[src/rtl/clock_counter_reader.sv]
// SPI master/sequencer: reads the PPS-captured clock count, validates it and derives delta/freq error.
// Optional PPS watchdog (pps_lost_o) enabled by defining CLOCK_COUNTER_READER_PPS_TIMEOUT_EN.
module clock_counter_reader #(
  parameter int unsigned    COUNTER_BITS   = 27,
  parameter int unsigned    SPI_DIV        = 4,
  parameter int unsigned    SETTLE_CYCLES  = 16,
`ifdef CLOCK_COUNTER_READER_PPS_TIMEOUT_EN
  parameter int unsigned    TIMEOUT_CYCLES = 33554432,
`endif
  parameter longint unsigned EXPECTED_COUNT = 52000000
) (
  input  logic                    clk_i,
  input  logic                    reset_i,
  input  logic                    pps_in_i,
  input  logic                    enable_i,
  output logic                    spi_clk_o,
  output logic                    spi_sen_o,
  input  logic                    spi_in_i,
  output logic                    busy_o,
  output logic [COUNTER_BITS-1:0] sample_o,
  output logic                    sample_valid_o,
  output logic [COUNTER_BITS-1:0] delta_o,
  output logic [COUNTER_BITS:0]   freq_err_o,
  output logic                    delta_valid_o,
  output logic                    no_data_o,
  output logic                    stale_o,
`ifdef CLOCK_COUNTER_READER_PPS_TIMEOUT_EN
  output logic                    pps_lost_o,
`endif
  output logic                    overrun_o
);

  typedef enum logic [2:0] {
    StIdle, StSettle, StLoadLo, StLoadHi, StShiftLo, StShiftHi, StCalc
  } state_e;

  localparam int unsigned TimerMax = (SETTLE_CYCLES > SPI_DIV) ? SETTLE_CYCLES : SPI_DIV;
  localparam int unsigned TimerW   = $clog2(TimerMax + 1);
  localparam int unsigned IdxW     = $clog2(COUNTER_BITS + 1);
  localparam logic [TimerW-1:0]       SettleLast = TimerW'(SETTLE_CYCLES - 1);
  localparam logic [TimerW-1:0]       DivLast    = TimerW'(SPI_DIV - 1);
  localparam logic [COUNTER_BITS-1:0] ExpCount   = COUNTER_BITS'(EXPECTED_COUNT);

  state_e                  state_q, state_d;
  logic [TimerW-1:0]       timer_q, timer_d;
  logic [IdxW-1:0]         idx_q, idx_d;
  logic [COUNTER_BITS:0]   rx_q, rx_d;
  logic                    pps_s1_q, pps_s2_q, pps_s3_q;
  logic                    pps_edge, pps_start;
  logic                    have_prev_q, have_prev_d;
  logic [COUNTER_BITS-1:0] sample_q, sample_d, delta_q, delta_d;
  logic [COUNTER_BITS:0]   ferr_q, ferr_d;
  logic                    sv_q, sv_d, dv_q, dv_d, nd_q, nd_d, st_q, st_d, ov_q, ov_d;
  logic                    spi_clk_q, spi_clk_d, spi_sen_q, spi_sen_d;
  logic                    rx_flag;
  logic [COUNTER_BITS-1:0] rx_data, delta_new;
  logic [COUNTER_BITS:0]   ferr_new;
  logic                    wd_fire;

  assign pps_edge  = pps_s2_q & ~pps_s3_q;
  assign pps_start = pps_edge & enable_i;

  always_ff @(posedge clk_i or posedge reset_i) begin
    if (reset_i) begin
      pps_s1_q <= 1'b0;
      pps_s2_q <= 1'b0;
      pps_s3_q <= 1'b0;
    end else begin
      pps_s1_q <= pps_in_i;
      pps_s2_q <= pps_s1_q;
      pps_s3_q <= pps_s2_q;
    end
  end

  // Sequencer: every phase timer restarts at zero on a state change.
  always_comb begin
    state_d = state_q;
    timer_d = timer_q + 1'b1;
    idx_d   = idx_q;
    rx_d    = rx_q;
    unique case (state_q)
      StIdle: begin
        timer_d = '0;
        if (pps_start) state_d = StSettle;
      end
      StSettle: begin
        if (timer_q == SettleLast) begin
          state_d = StLoadLo;
          timer_d = '0;
        end
      end
      StLoadLo: begin
        if (timer_q == DivLast) begin
          state_d = StLoadHi;
          timer_d = '0;
        end
      end
      StLoadHi: begin
        if (timer_q == DivLast) begin
          state_d = StShiftLo;
          timer_d = '0;
          idx_d   = IdxW'(COUNTER_BITS);
        end
      end
      StShiftLo: begin
        if (timer_q == DivLast) begin
          timer_d = '0;
          rx_d    = {rx_q[COUNTER_BITS-1:0], spi_in_i};
          state_d = (idx_q == '0) ? StCalc : StShiftHi;
        end
      end
      StShiftHi: begin
        if (timer_q == DivLast) begin
          timer_d = '0;
          idx_d   = idx_q - 1'b1;
          state_d = StShiftLo;
        end
      end
      StCalc: begin
        timer_d = '0;
        state_d = StIdle;
      end
      default: begin
        timer_d = '0;
        state_d = StIdle;
      end
    endcase
  end

  assign spi_clk_d = (state_d == StLoadHi) || (state_d == StShiftHi);
  assign spi_sen_d = !((state_d == StLoadLo) || (state_d == StLoadHi));

  assign rx_flag   = rx_q[COUNTER_BITS];
  assign rx_data   = rx_q[COUNTER_BITS-1:0];
  assign delta_new = rx_data - sample_q;
  // Both operands are magnitudes, so the extra bit holds the full signed range.
  assign ferr_new  = {1'b0, delta_new} - {1'b0, ExpCount};

`ifdef CLOCK_COUNTER_READER_PPS_TIMEOUT_EN
  localparam int unsigned WdW = $clog2(TIMEOUT_CYCLES + 1);
  logic [WdW-1:0] wd_q, wd_d;
  logic           wd_held_q, wd_held_d, pps_lost_q;

  always_comb begin
    wd_d      = wd_q;
    wd_held_d = wd_held_q;
    wd_fire   = 1'b0;
    if (pps_edge) begin
      wd_d      = '0;
      wd_held_d = 1'b0;
    end else if (enable_i && !wd_held_q) begin
      if (wd_q == WdW'(TIMEOUT_CYCLES - 1)) begin
        wd_fire   = 1'b1;
        wd_held_d = 1'b1;
      end else begin
        wd_d = wd_q + 1'b1;
      end
    end
  end

  always_ff @(posedge clk_i or posedge reset_i) begin
    if (reset_i) begin
      wd_q       <= '0;
      wd_held_q  <= 1'b0;
      pps_lost_q <= 1'b0;
    end else begin
      wd_q       <= wd_d;
      wd_held_q  <= wd_held_d;
      pps_lost_q <= wd_fire;
    end
  end

  assign pps_lost_o = pps_lost_q;
`else
  assign wd_fire = 1'b0;
`endif

  always_comb begin
    sample_d    = sample_q;
    delta_d     = delta_q;
    ferr_d      = ferr_q;
    have_prev_d = have_prev_q;
    sv_d        = 1'b0;
    dv_d        = 1'b0;
    nd_d        = 1'b0;
    st_d        = 1'b0;
    if (state_q == StCalc) begin
      if (!rx_flag) begin
        nd_d = 1'b1;
      end else if (have_prev_q && (rx_data == sample_q)) begin
        st_d = 1'b1;
      end else begin
        sample_d    = rx_data;
        sv_d        = 1'b1;
        have_prev_d = 1'b1;
        if (have_prev_q) begin
          delta_d = delta_new;
          ferr_d  = ferr_new;
          dv_d    = 1'b1;
        end
      end
    end
    if (wd_fire) have_prev_d = 1'b0;
  end

  assign ov_d = pps_start && (state_q != StIdle);

  always_ff @(posedge clk_i or posedge reset_i) begin
    if (reset_i) begin
      state_q     <= StIdle;
      timer_q     <= '0;
      idx_q       <= '0;
      rx_q        <= '0;
      have_prev_q <= 1'b0;
      sample_q    <= '0;
      delta_q     <= '0;
      ferr_q      <= '0;
      sv_q        <= 1'b0;
      dv_q        <= 1'b0;
      nd_q        <= 1'b0;
      st_q        <= 1'b0;
      ov_q        <= 1'b0;
      spi_clk_q   <= 1'b0;
      spi_sen_q   <= 1'b1;
    end else begin
      state_q     <= state_d;
      timer_q     <= timer_d;
      idx_q       <= idx_d;
      rx_q        <= rx_d;
      have_prev_q <= have_prev_d;
      sample_q    <= sample_d;
      delta_q     <= delta_d;
      ferr_q      <= ferr_d;
      sv_q        <= sv_d;
      dv_q        <= dv_d;
      nd_q        <= nd_d;
      st_q        <= st_d;
      ov_q        <= ov_d;
      spi_clk_q   <= spi_clk_d;
      spi_sen_q   <= spi_sen_d;
    end
  end

  assign spi_clk_o      = spi_clk_q;
  assign spi_sen_o      = spi_sen_q;
  assign busy_o         = (state_q != StIdle);
  assign sample_o       = sample_q;
  assign sample_valid_o = sv_q;
  assign delta_o        = delta_q;
  assign freq_err_o     = ferr_q;
  assign delta_valid_o  = dv_q;
  assign no_data_o      = nd_q;
  assign stale_o        = st_q;
  assign overrun_o      = ov_q;

endmodule

[config.mk]
export PLATFORM = sky130hd
export DESIGN_NAME = clock_counter_reader
export DESIGN_NICKNAME = d
export VERILOG_FILES = /design/src/rtl/clock_counter_reader.sv
export SDC_FILE = /design/constraint.sdc
export NUM_CORES = 1
export LEC_CHECK = 0
export ABC_CLOCK_PERIOD_IN_PS = 4000
export CAP_MARGIN = 40
export CORE_ASPECT_RATIO = 1.2
export CORE_MARGIN = 4
export CORE_UTILIZATION = 50
export CTS_CLUSTER_DIAMETER = 120
export DETAILED_ROUTE_END_ITERATION = 10
export PLACE_DENSITY_LB_ADDON = 0.05
export SLEW_MARGIN = 5
export SYNTH_ARGS = -nofsm -noshare
export SYNTH_HDL_FRONTEND = slang
export SYNTH_SLANG_ARGS = --single-unit
[constraint.sdc]
create_clock -name clk_i -period 4 [get_ports clk_i]
set_clock_uncertainty 0.2 [all_clocks]
set_input_delay 0.8 -clock clk_i [delete_from_list [all_inputs] [get_ports clk_i]]
set_output_delay 0.8 -clock clk_i [all_outputs]
set_load 0.05 [all_outputs]
==> results of run 1 <==
## placed cells by master, fill, tap and decap left out, types with 9 or more instances in the layout
cell and instances:
a21oi_1 35, clkbuf_16 17, clkdlybuf4s50_1 94, dfrtp_1 125, ha_1 33, inv_1 37, mux2_2 28, nand2_1 125
nand3_1 9, nand4_1 10, nor2_1 38, o21ai_0 79, o21ai_1 11, xnor2_1 17, xor2_1 15
## power groups by stage
stage          registers (uW)  clock network (uW)  logic, uW
6_report                 1280                1660        162
5_1_grt                  1280                1740        179
3_5_place_dp             1300                   0        164
2_1_floorplan            1310                   0        114
3_3_place_gp             1300                   0        161
4_1_cts                  1280                1690        164
## worst register-to-register path: cells and delay by family, from the launching register on
| kind | cells | cell delay [ns] |
|---|---|---|
| muxes | 1 | 0.34 |
| AOI/OAI and AO/OA | 6 | 1.45 |
| adders and majority gates | 2 | 0.57 |
| DFF | 1 | 0.37 |
| xor gates and xnor gates | 1 | 0.27 |
| and+or+nand+nor | 2 | 0.29 |
| buffers and inverters | 2 | 0.13 |
## layer usage
| layer | global-route usage | vias up | part of all wire |
|---|---|---|---|
| met4 | 0.0774 | 0 | 0.015 |
| met5 | 0 | - | 0 |
| li1 | - | 2683 | - |
| met1 | 0.295 | 2555 | 0.47 |
| met3 | 0.0395 | 17 | 0.035 |
| met2 | 0.339 | 97 | 0.48 |
## logic make-up after synthesis
logic type | synth area share
simple gates | 0.151
compound gates | 0.180
flops | 0.453
buf+inv | 0.0568
xor+xnor | 0.0462
fa+ha+maj | 0.0621
mux | 0.0512
## final cells by class
| type | instances | area (sq um) |
|---|---|---|
| Sequential cell | 126 | 3150 |
| Timing Repair Buffer | 102 | 1040 |
| Clock inverter | 13 | 194 |
| Fill cell | 1160 | 5080 |
| Inverter | 40 | 154 |
| Clock buffer | 19 | 433 |
| Multi-Input combinational cell | 523 | 3430 |
| Tap cell | 171 | 214 |
## per-stage QoR
step	utilization	std cells	hold slack, ns	worst slack, ns
2_1_floorplan	-	732	0.131	0.205
3_3_place_gp	0.583	962	0.134	0.302
3_5_place_dp	0.583	962	0.138	0.209
4_1_cts	0.628	994	0.148	0.190
5_1_grt	0.629	994	0.151	0.0380
6_report	0.629	994	0.147	0.307
## worst paths after layout
kind / startpoint / end / slack (ns) / depth (start not counted)
max reg2reg: rx_q[0]$_DFFE_PP0P_ / freq_err_o[25]$_DFFE_PP0P_ / 0.31 / 14
min reg2reg: pps_s1_q$_DFF_PP0_ / pps_s2_q$_DFF_PP0_ / 0.15 / 0
max in group asynchronous: reset_i / spi_sen_o$_DFF_PP1_ / 2.48 / 3
max: rx_q[0]$_DFFE_PP0P_ / freq_err_o[25]$_DFFE_PP0P_ / 0.31 / 14
min: pps_s1_q$_DFF_PP0_ / pps_s2_q$_DFF_PP0_ / 0.15 / 0
min in group asynchronous: reset_i / delta_o[6]$_DFFE_PP0P_ / 0.46 / 2
## sequential cells by signal, indices dropped and copies added, names as in the netlist, 3 cells and up
register and count:
freq_err_o 20, timer_q 5, sample_o 27, idx_q 5, rx_q 28, delta_o 27
state_q 3
==> results.txt, run 1 <==
CTS buffer count: 17
Total gr overflow: 0
Crit. End Element: register
Overall power: 3100 uW
Initial antenna violation count: 0
Syn nets: 771
Crit path max fanout: 4
Clk network pwr share: 0.534
Vias in the first global route: 5265
Total placed instance area: 7980 sq um
Placeable Area: 13700 sq um
Type of the worst setup path: reg2reg
Slew Viols, Final: 0
Total global-route track usage: 0.214
Slowest-stage cell, CP: a2111o_1
Largest net degree at the start of global routing: 85
Hold Fails Final Rpt: 0
EDFF count, synth: 0
Worst-path clk slew: 0.06 ns
Post-Synthesis Cells: 732
I/O pin total: 95
CP Launch Type: register
Internal: 2440 uW
# hold bufs at CTS: 0
Die W: 116 um
Crit path cell chain: inv_1 > ha_1 > inv_1 > fa_1 > nand3_1 > a211oi_2 > a2111oi_4 > o221ai_4 > xnor2_2 > nor3_1 > a2111o_1 > a21oi_2 > mux2_1 > o211ai_1
Vias/cell: 5.38
Final Cycle Share: 0.923
First-pass GRT wire length: 26.6 mm
Leading area contributor after synthesis: dfrtp_1
Initial core utilization: 0.508
Fin area: 8620 sq um
Sw power: 663 uW
Initial drt markers: 353
Post-CTS Setup Bufs: 0
# rows: 47
H-tree levels: 4
Detailed Route WL: 16.1 mm
Ant. Diodes: 0
Final net count: 849
Synth async-reset ratio: 1.00
Post-synth top area share: 0.449
Minimum clock period: 3.69 ns
Worst path top cell family by delay: compound AO/OA/AOI/OAI gates
Cell mode on critical path: inv_1
Netlist cell types: 75
DIE AREA: 15900 sq um
Gate power share: 0.052
Main synth FF type: dfrtp_1
Area delta synth->final: 23.7%
Synth Warn #: 0
Share of layout cells above drive strength 1: 0.119
Synth top area cells: dfrtp_1, nand2_1, ha_1
Resized Gates After CTS: 0
CTS tree: yes
Hpwl dp: 12.2 mm
Worst EP arrival: 3.83 ns
Clock latency on the worst-skew pair: 0.42 ns
Unrepaired setup endpoints after global routing: false
Post-synthesis sequential area ratio: 0.453
Input/output buffers: 94
Switching share of power: 0.214
Most frequent cells after synthesis: dfrtp_1, nand2_1, o21ai_0
Pre-antenna DRT Iters: 5
Pwr dens: 360 nW/um^2
Final antenna-violating net count: 0
Worst min-delay path class: reg2reg
Req. time, crit path: 4.14 ns
Max Freq: 271 MHz
Syn Area/Cell: 9.52 sq um
Worst slew pin tran: 0.895 ns
Routed WL per cell: 16.2 um
Root Driver: clkbuf_16
Clock sinks: 126
GPL Wtd Cong: 0.909
Die height: 137 um
Worst vdd ir: 0.233 mV
Worst Path Buf+Inv: 2
# setup viols final: 0
Max Cap Viol: 0
Status: finished clean
Leak: 0.00390 uW
CP max stage delay: 0.48 ns
Longest Clk Path Bufs: 2
Synth Register Bits: 126
Via count: 5352
DRC viols: 0
Slew margin rel.: 0.395
Setup TNS Final: 0 ns
Mapped Area: 6970 sq um
Sequential share of power: 0.414
No activity file was read; power rests on OpenSTA's default activity.
==> run 2: changes to the inputs <==
--- a/config.mk
+++ b/config.mk
@@ -12,7 +12,8 @@
 export CORE_UTILIZATION = 50
 export CTS_CLUSTER_DIAMETER = 120
 export DETAILED_ROUTE_END_ITERATION = 10
-export PLACE_DENSITY_LB_ADDON = 0.05
+export HOLD_SLACK_MARGIN = 0.05
+export PLACE_DENSITY = 0.77
 export SLEW_MARGIN = 5
 export SYNTH_ARGS = -nofsm -noshare
 export SYNTH_HDL_FRONTEND = slang
==> run 2 against run 1 <==
Combinational power about the same. Final cell count unchanged. Via count up 3.4%. Critical path depth unchanged. Core utilization down 0.082 points. Sequential power about the same. Sequential share of layout area about the same. Clock power about the same. Sequential cell count unchanged. First-iteration DRC count up 34%. Cell area down 0.13%. Largest power group unchanged.
==> results.txt, run 2 (same netlist as run 1, synthesis figures left out) <==
Status: finished clean
Most flops, register: rx_q
Placeable Area: 13700 sq um (unchanged)
Final Cycle Share: 0.944 (+0.0211)
Largest net degree at the start of global routing: 127 (+49%)
GPL Wtd Cong: 0.901 (-0.89%)
Max reg flops: 28 (unchanged)
Internal: 2420 uW (-0.70%)
H-tree levels: 4 (unchanged)
Total global-route track usage: 0.219 (+0.00465)
Hold Fails Final Rpt: 0 (unchanged)
# setup viols final: 0 (unchanged)
Worst EP arrival: 3.90 ns (+0.07 ns)
Setup TNS Final: 0 ns (unchanged)
CTS tree: yes
Initial antenna violation count: 0 (unchanged)
Die W: 116 um (unchanged)
Worst-path clk slew: 0.06 ns (about the same)
# hold bufs at CTS: 0 (unchanged)
Crit path max fanout: 4 (unchanged)
Vias/cell: 5.57 (+3.4%)
First-pass GRT wire length: 27.6 mm (+3.5%)
CP Launch Type: register
Worst hold slack: 0.145 ns (-0.00154 ns)
Pre-antenna DRT Iters: 5 (unchanged)
Sequential share of power: 0.413 (about the same)
Final antenna-violating net count: 0 (unchanged)
Initial core utilization: 0.508 (unchanged)
Gate power share: 0.051 (about the same)
Via count: 5534 (+3.4%)
Final net count: 849 (unchanged)
Clock sinks: 126 (unchanged)
Crit. End Element: register
Final Util: 0.628 (-0.000822)
Sw power: 684 uW (+3.1%)
Worst vdd ir: 0.223 mV (-4.2%)
Max Cap Viol: 0 (unchanged)
I/O pin total: 95 (unchanged)
Hpwl dp: 12.2 mm (about the same)
Vias in the first global route: 5502 (+4.5%)
Switching share of power: 0.220 (+0.00639)
DRC viols: 0 (unchanged)
Die height: 137 um (unchanged)
Req. time, crit path: 4.12 ns (-0.02 ns)
Worst min-delay path class: reg2reg
Post-CTS Setup Bufs: 0 (unchanged)
CTS buffer count: 17 (unchanged)
Clk network pwr share: 0.536 (+0.002)
Slew Viols, Final: 0 (unchanged)
Minimum clock period: 3.78 ns (+0.0843 ns)
Clock latency on the worst-skew pair: 0.42 ns (about the same)
Pwr dens: 361 nW/um^2 (+0.25%)
Unrepaired setup endpoints after global routing: false
Detailed Route WL: 16.6 mm (+2.9%)
Input/output buffers: 94 (unchanged)
Root Driver: clkbuf_16
Leak: 0.00388 uW (-0.38%)
Type of the worst setup path: reg2reg
Share of layout cells above drive strength 1: 0.122 (+0.00243)
# fillers: 1103 (-4.9%)
# rows: 47 (unchanged)
Total gr overflow: 0 (unchanged)
Initial drt markers: 474 (+34%)
Area delta synth->final: 23.5%
Worst slew pin tran: 0.827 ns (-0.0684 ns)
Max Freq: 265 MHz (-2.2%)
Routed WL per cell: 16.7 um (+2.9%)
Commonest non-fill, non-tap cells in the layout: nand2_1, dfrtp_1, clkdlybuf4s50_1, o21ai_0
Slew margin rel.: 0.441 (+0.0462)
Ant. Diodes: 0 (unchanged)
DIE AREA: 15900 sq um (unchanged)
Longest Clk Path Bufs: 2 (unchanged)
==> run 2: power groups by stage <==
stage	Combinational, uW	Sequential, uW	Clock (uW)
5_1_grt	178	1280	1750
3_5_place_dp	160	1300	0
2_1_floorplan	114	1310	0
4_1_cts	162	1280	1690
3_3_place_gp	157	1300	0
6_report	160	1280	1660
==> run 2: final cells by class <==
cell class	instances	area, sq um	share of cell area
Inverter	40	154	0.0179
Timing Repair Buffer	102	1010	0.118
Multi-Input combinational cell	523	3430	0.399
Clock inverter	12	181	0.0211
Tap cell	171	214	0.0249
Clock buffer	20	457	0.0531
Sequential cell	126	3150	0.367
==> run 2: path summary, 6_finish.rpt <==
check                                                  end                start  slack, ns  cells after the start
worst max-delay path            freq_err_o[25]$_DFFE_PP0P_  rx_q[0]$_DFFE_PP0P_       0.22                     14
worst min-delay path                    pps_s2_q$_DFF_PP0_   pps_s1_q$_DFF_PP0_       0.15                      0
worst max register to register  freq_err_o[25]$_DFFE_PP0P_  rx_q[0]$_DFFE_PP0P_       0.22                     14
worst min register to register          pps_s2_q$_DFF_PP0_   pps_s1_q$_DFF_PP0_       0.15                      0
max in group asynchronous             rx_q[21]$_DFFE_PP0P_              reset_i       2.38                      3
min in group asynchronous           delta_o[5]$_DFFE_PP0P_              reset_i       0.73                      3
==> run 2: repair_timing <==
item	in CTS	in global routing
endpoints found under the setup margin	0	3
endpoints found under the hold margin	0	0
resized for setup	0	2
==> run 2: stage by stage <==
stage	cell area, sq um	setup slack [ns]	power (uW)	instances
final	8610	0.222	3110	994
after global routing	8610	0.0409	3210	994
after detailed placement	7960	0.222	1470	962
after floorplan	6970	0.205	1420	732
after global placement	7960	0.309	1460	962
after CTS	8600	0.106	3130	994
==> run 2: metal layers <==
metal | vias to the layer above | global-route usage | wire length (um) | share of wire
met5 | - | 0 | 0 | 0
met4 | 0 | 0.0619 | 236 | 0.014
met3 | 26 | 0.0417 | 751 | 0.045
met2 | 149 | 0.376 | 8400 | 0.51
met1 | 2659 | 0.282 | 7220 | 0.43
li1 | 2700 | - | - | -
==> run 2: worst max-delay path, cell delays in order, from the launching register on <==
cell	delay, ns
dfrtp_1	0.38
inv_1	0.09
ha_1	0.18
inv_1	0.06
fa_1	0.42
nand3_1	0.17
a211oi_2	0.11
a2111oi_4	0.36
o221ai_4	0.20
xnor2_2	0.27
nor3_1	0.11
a2111o_1	0.47
a21oi_2	0.22
mux2_1	0.35
o211ai_1	0.09
